$ cat config.mk
export PLATFORM = sky130hd
export DESIGN_NAME = clkdiv_switch_ctrl
export DESIGN_NICKNAME = d
export VERILOG_FILES = /design/src/rtl/clkdiv_switch_ctrl.sv
export SDC_FILE = /design/constraint.sdc
export NUM_CORES = 1
export LEC_CHECK = 0
export BUFFER_PORTS_ARGS = -buffer_cell sky130_fd_sc_hd__clkbuf_2
export CAP_MARGIN = 20
export CORE_MARGIN = 10
export CORE_UTILIZATION = 45
export CTS_BUF_LIST = sky130_fd_sc_hd__clkbuf_8 sky130_fd_sc_hd__clkbuf_16
export DETAILED_ROUTE_END_ITERATION = 10
export PLACE_DENSITY = 0.65
export SYNTH_ARGS = -nofsm -noshare
export SYNTH_HDL_FRONTEND = slang
export SYNTH_SLANG_ARGS = --single-unit
$ cat constraint.sdc
create_clock -name clk -period 2.6 [get_ports clk]
set_clock_uncertainty 0.05 [all_clocks]
set_input_delay 0 -clock clk [delete_from_list [all_inputs] [get_ports clk]]
set_output_delay 0 -clock clk [all_outputs]
set_load 0.005 [all_outputs]
$ cat src/rtl/clkdiv_switch_ctrl.sv
// rtl/clkdiv_switch_ctrl.sv - glitch-free clock divider with drain-before-switch ratio change
// Ratio changes wait for the running period to finish, then spend one LOAD cycle with the output low.
module clkdiv_switch_ctrl #(
  parameter int WIDTH = 4
) (
  input  logic             clk,
  input  logic             resetn,
  input  logic             i_enable,
  input  logic             i_cfg_valid,
  input  logic [1:0]       i_cfg_sel,
  output logic             o_cfg_ready,
  output logic             o_busy,
  output logic [1:0]       o_active_sel,
  output logic [WIDTH-1:0] o_count,
  output logic             o_count_end,
  output logic             o_div_clk
);

  typedef enum logic [1:0] {
    ST_IDLE  = 2'd0,
    ST_RUN   = 2'd1,
    ST_DRAIN = 2'd2,
    ST_LOAD  = 2'd3
  } state_e;

  state_e           state_q, state_d;
  logic [WIDTH-1:0] count_q, count_d;
  logic             div_q, div_d;
  logic [1:0]       active_sel_q, active_sel_d;
  logic [1:0]       pending_q, pending_d;

  logic [WIDTH-1:0] term_cnt;
  logic [WIDTH-1:0] half_cnt;
  logic [WIDTH-1:0] count_inc;
  logic             at_term;
  logic             counting;

  always_comb begin
    term_cnt = WIDTH'(7);
    half_cnt = WIDTH'(4);
    case (active_sel_q)
      2'd0: begin term_cnt = WIDTH'(1);  half_cnt = WIDTH'(1); end
      2'd1: begin term_cnt = WIDTH'(3);  half_cnt = WIDTH'(2); end
      2'd2: begin term_cnt = WIDTH'(7);  half_cnt = WIDTH'(4); end
      2'd3: begin term_cnt = WIDTH'(15); half_cnt = WIDTH'(8); end
      default: begin term_cnt = WIDTH'(7); half_cnt = WIDTH'(4); end
    endcase
  end

  assign at_term   = (count_q == term_cnt);
  assign count_inc = at_term ? '0 : count_q + WIDTH'(1);
  assign counting  = (state_q == ST_RUN) || (state_q == ST_DRAIN);

  always_comb begin
    state_d      = state_q;
    count_d      = count_q;
    active_sel_d = active_sel_q;
    pending_d    = pending_q;
    case (state_q)
      ST_IDLE: begin
        count_d = '0;
        if (i_cfg_valid) active_sel_d = i_cfg_sel;
        if (i_enable)    state_d      = ST_RUN;
      end
      ST_RUN: begin
        count_d = count_inc;
        // A config request wins over a same-cycle disable; LOAD honours the disable later.
        if (i_cfg_valid) begin
          pending_d = i_cfg_sel;
          state_d   = ST_DRAIN;
        end else if (!i_enable && at_term) begin
          state_d = ST_IDLE;
        end
      end
      ST_DRAIN: begin
        count_d = count_inc;
        if (at_term) state_d = ST_LOAD;
      end
      ST_LOAD: begin
        count_d      = '0;
        active_sel_d = pending_q;
        state_d      = i_enable ? ST_RUN : ST_IDLE;
      end
      default: begin
        state_d = ST_IDLE;
        count_d = '0;
      end
    endcase
    // Ratio only changes when count_d is zero, so the current half point is always safe here.
    div_d = ((state_d == ST_RUN) || (state_d == ST_DRAIN)) && (count_d >= half_cnt);
  end

  always_ff @(posedge clk or negedge resetn) begin
    if (!resetn) begin
      state_q      <= ST_IDLE;
      count_q      <= '0;
      div_q        <= 1'b0;
      active_sel_q <= 2'd2;
      pending_q    <= 2'd2;
    end else begin
      state_q      <= state_d;
      count_q      <= count_d;
      div_q        <= div_d;
      active_sel_q <= active_sel_d;
      pending_q    <= pending_d;
    end
  end

  assign o_cfg_ready  = (state_q == ST_IDLE) || (state_q == ST_RUN);
  assign o_busy       = (state_q == ST_DRAIN) || (state_q == ST_LOAD);
  assign o_active_sel = active_sel_q;
  assign o_count      = count_q;
  assign o_count_end  = counting && at_term;
  assign o_div_clk    = div_q;

endmodule

## Word-level counts from Yosys, hierarchy flattened

Index checks and enable logic that the tools add are counted.

- $add $sub $neg: 1
- Order comparisons: 1
- Equality and inequality tests: 10
- Mux-type cells: 12
- Reductions and logical operators: 15

Operators by type and width:

| cell | count |
|---|---|
| 4-bit case mux with 4 select lines | 2 |
| 2-bit equality test, second input constant | 5 |
| 2-bit two-way mux | 5 |
| 2-bit case mux with 4 select lines | 1 |
| 4-bit case mux with 2 select lines | 1 |
| 2-bit by 1-bit equality test with 1-bit output, second input constant | 3 |
| 4-bit by 1-bit adder with 4-bit output, second input constant | 1 |
| 4-bit equality test | 1 |
| 4-bit greater-or-equal comparator | 1 |
| 2-bit logical NOT | 2 |
| 1-bit logical OR | 4 |
| 4-bit two-way mux | 1 |
| 2-bit case mux with 2 select lines | 1 |
| 2-bit AND reduction | 2 |
| 2-bit OR reduction | 2 |
| 1-bit logical AND | 3 |
| 2-bit inequality test, second input constant | 1 |
| 2-bit nonzero test | 1 |
| 1-bit logical NOT | 1 |
| 1-bit two-way mux | 1 |

- Bits in registers: 11
- Output and inout bits: 10
- Logic and storage cells: 44

## Depth between registers and ports, before layout

- Depth after elaboration: 10
- Mapped depth: 10

## Least setup slack after synthesis

OpenSTA, ideal clock, no wires.

- Path kind: reg-to-reg
- Start point: reg active_sel_q[0], in the netlist o_active_sel[0]
- End point: reg div_q, in the netlist o_div_clk
- Library setup time: 0.124 ns
- Data arrival time: 2.016 ns
- Slack: 0.410 ns
- Cell stages (with the launch flop): 11
- Path buffers: 1
- Period minus slack after synthesis: 2.190 ns
- Cell sequence: dfrtp_1 > clkbuf_2 > xor2_1 > o2bb2ai_1 > o21ai_2 > and3_2 > ha_1 > a21o_1 > a21o_1 > a21oi_1 > nor3b_2

- Elaborated cells on any way between the ends: 19
- Those cells by class: order compare: 1; eq/ne: 6; mux: 8; reduce/logical: 4

RTL lines:

| item | line | RTL |
|---|---|---|
| start: declaration | 29 | `logic [1:0] active_sel_q, active_sel_d;` |
| start signal: assignment | 104 | `active_sel_q <= active_sel_d;` |
| 2-bit equality test, or another cell as far along | 41 | `case (active_sel_q)` |
| 4-bit case mux with 4 select lines * | 41 |  |
| 4-bit equality test * | 50 | `assign at_term = (count_q == term_cnt);` |
| 4-bit two-way mux * | 51 | `assign count_inc = at_term ? '0 : count_q + WIDTH'(1);` |
| 4-bit case mux with 2 select lines * | 59 | `case (state_q)` |
| via count_d[1] | 27 | `logic [WIDTH-1:0] count_q, count_d;` |
| 4-bit greater-or-equal comparator * | 90 | `div_d = ((state_d == ST_RUN) \|\| (state_d == ST_DRAIN)) && (count_d >= half_cnt);` |
| 1-bit logical AND * | 90 |  |
| via div_d | 28 | `logic div_q, div_d;` |
| end signal: assignment | 103 | `div_q <= div_d;` |
| end: declaration | 28 |  |

The timed path passes the listed nets; every way through them passes the cells marked *. The select of a mux whose other input is x is not followed.
A chain may end at the register's enable or synchronous reset.

## Worst setup path in the final report

Same ends and word-level chain as after synthesis.

==> impl_metrics.yaml <==
worst_setup_path:
  critical_path.max_stage_delay_ns: 0.54
  path_max_fanout: 9
  cp.required_ns: 2.67
  worstPathCellList: "nor4b_2 -> o2bb2ai_1 -> o21ai_2 -> and3_2 -> ha_1 -> a21o_1 -> a21o_1 -> a21oi_1 -> nor3b_2"
  worst-r2r-cell-count: 9
  critical_path_arrival_ns: 2.46
  crit_type: "reg2reg"
  crit_family: "compound AO/OA/AOI/OAI gates"
  worst_setup_path_start_kind: "register"
  path_buf_inv: 0
  critPathSlowestCell: "dfrtp_1"
  path_common_cell: "a21o_1"
  end_kind: "register"
  path_depth: 9
clocking:
  cts-root-buf: "clkbuf_8"
  cts_tree: "yes"
  cts_sinks: 11
  cts_buffers: 3
  clk_transition_reported_paths_ns: 0.05
  clockBufferDepth: 2
  clk_latency_ns: 0.24
  htreeDepth: 1
timing:
  post-route-period-util: 0.9166
  fin_crit_ns: 2.383
  finalHoldViolations: 0
  setup-violations-final: 0
  rsz0062_at_grt: "false"
  clock.fmax_mhz: 419.6
  whs_ns: 0.06307
  setup_tns_ns: 0
  drv_slew: 0
  worst_pin_slew_ns: 0.3715
  maxSlewHeadroom: 0.7524
final_layout:
  area_growth_pct: 21.70
  fin_nets: 118
  fin_area_um2: 968.4
  fillers: 145
  drive_gt1_frac: 0.3137
  diodes: 0
die:
  coreArea_mm2: 0.001708
  io_pins: 16
  dieWidth_um: 62.05
  die-height_um: 62.05
  rows: 15
  dieArea_mm2: 0.003850
  initial_core_util: 0.4659
yosys:
  syn_avg_cell_area_um2: 9.704
  synth_top_area_frac: 0.2830
  synth_top_cell_by_area: "dfrtp_1"
  syn_area_um2: 795.8
  synth-seq-area-share: 0.3491
  ys_types: 34
  ys_seq_elements: 11
  synth.area.top_cells: "dfrtp_1 28%, ha_1 14%, dfstp_2 6.6%"
  yosys_warnings: 0
  synth_cells: 82
  synth_nets: 97
drt:
  drt_iter0_drc: 18
  drt_first_pass_iters: 4
  drt-vias-per-instance: 5.291
  antenna_left: 0
  drcViolationCount: 0
  vias: 672
  wl_per_cell_um: 14.86
  wl_um: 1887
pwr:
  p_leak_uw: 0.0004587
  ir_drop_v: 0.0006208
  power_density_mw_per_mm2: 1115
place:
  placed_area_um2: 893.4
  gp_congestion: 0.8277
  hpwlAfterDp_um: 1379
  port_buffers: 15
worst_hold_path:
  min_path_cells: 2
  hp-class: "in2reg"
grt:
  grt_usage: 0.1105
  grt_max_degree: 13
  grt_pass1_vias: 650
  antenna_found_initial: 0
  overflow: 0
  grt_pass1_wl_um: 3146
job:
  cap_violations: 0
run_status:
  outcome: "completed"
per-layer routing:
metal / wire, um / global-route usage
met5: 0 / 0
met4: 44 / 0.07643
met3: 109 / 0.02439
met2: 869 / 0.1594
met1: 864 / 0.1419
cell usage in the layout, fill, tap and decap left out, types with 3 or more instances in the layout:
master / count
nor2_1: 6
a21oi_1: 4
dlygate4sd3_1: 3
clkbuf_8: 3
clkbuf_2: 15
nand2_1: 9
ha_1: 9
o22ai_1: 4
dfrtp_1: 9
inv_1: 6
nand2b_1: 3
synthesized netlist by cell type (all sizes together):
| cell type | count |
|---|---|
| o211ai | 1 |
| nand2b | 3 |
| o31ai | 1 |
| o22ai | 4 |
| dfstp | 2 |
| a211o | 1 |
| ha | 9 |
| mux2 | 2 |
| o31a | 1 |
| a21o | 2 |
| a311o | 1 |
| nor2b | 1 |
| xnor2 | 1 |
| nor2 | 6 |
| nand3 | 2 |
| inv | 5 |
| xor2 | 2 |
| a21oi | 4 |
| o32a | 1 |
| nor3b | 2 |
| clkbuf | 2 |
| dfrtp | 9 |
| and3 | 1 |
| o2bb2ai | 1 |
| or2 | 2 |
| o21ai | 3 |
| or2b | 2 |
| nor4b | 2 |
| nand2 | 9 |
where the power goes:
group	internal (uW)	total (uW)	switching, uW
combinational	293	567	274
clock	104	172	68.1
sequential	246	341	95.0
total	643	1080	437
logic make-up after synthesis:
group                    synth area share
AO/OA/AOI/OAI                      0.1792
adder cells (fa/ha/maj)            0.1415
XOR/XNOR                          0.03302
flip-flops                         0.3491
multiplexers                      0.02830
buffers and inverters             0.03458
AND/OR/NAND/NOR                    0.2343
sequential cells by signal, summed over array words and instances (netlist names):
| name | count |
|---|---|
| o_count | 4 |
| o_active_sel | 2 |
| pending_q | 2 |
| state_q | 2 |
| o_div_clk | 1 |
repair_timing:
action,in CTS,in global routing
hold buffers,3,0
endpoints found under the hold margin,13,0
setup buffers,0,0
gates resized for setup,0,0
path summary, 6_finish.rpt:
| path | startpoint | end | slack [ns] |
|---|---|---|---|
| hold reg to reg | pending_q[0]$_DFFE_PN0P_ | pending_q[0]$_DFFE_PN0P_ | 0.48 |
| min in group asynchronous | resetn | o_count[2]$_DFF_PN0_ | 0.14 |
| setup reg to reg | o_active_sel[0]$_DFFE_PN0P_ | o_div_clk$_DFF_PN0_ | 0.22 |
| max in group asynchronous | resetn | o_active_sel[1]$_DFFE_PN1P_ | 2.08 |
| hold / removal | i_enable | state_q[0]$_DFF_PN0_ | 0.06 |
| setup / recovery | o_active_sel[0]$_DFFE_PN0P_ | o_div_clk$_DFF_PN0_ | 0.22 |
final cells by class:
type / count / area [um2] / area share
clock buffer: 3 / 41.29 / 0.04264
clock inverter: 1 / 3.754 / 0.003876
inverter: 5 / 18.77 / 0.01938
multi-input combinational: 64 / 490.5 / 0.5065
sequential: 11 / 277.8 / 0.2868
tap: 25 / 31.28 / 0.03230
timing repair buffer: 18 / 105.1 / 0.1085
stage by stage:
step	util	cells	setup WS, ns	power (uW)
after global routing	0.5670	127	0.05028	1177
after CTS	0.5670	127	0.2428	1081
after floorplan	-	82	0.4101	750.9
final	0.5670	127	0.2168	1080
after global placement	0.5231	120	0.3277	893.4
after detailed placement	0.5231	120	0.2510	902.3
Power figures use the tool's default switching activity.
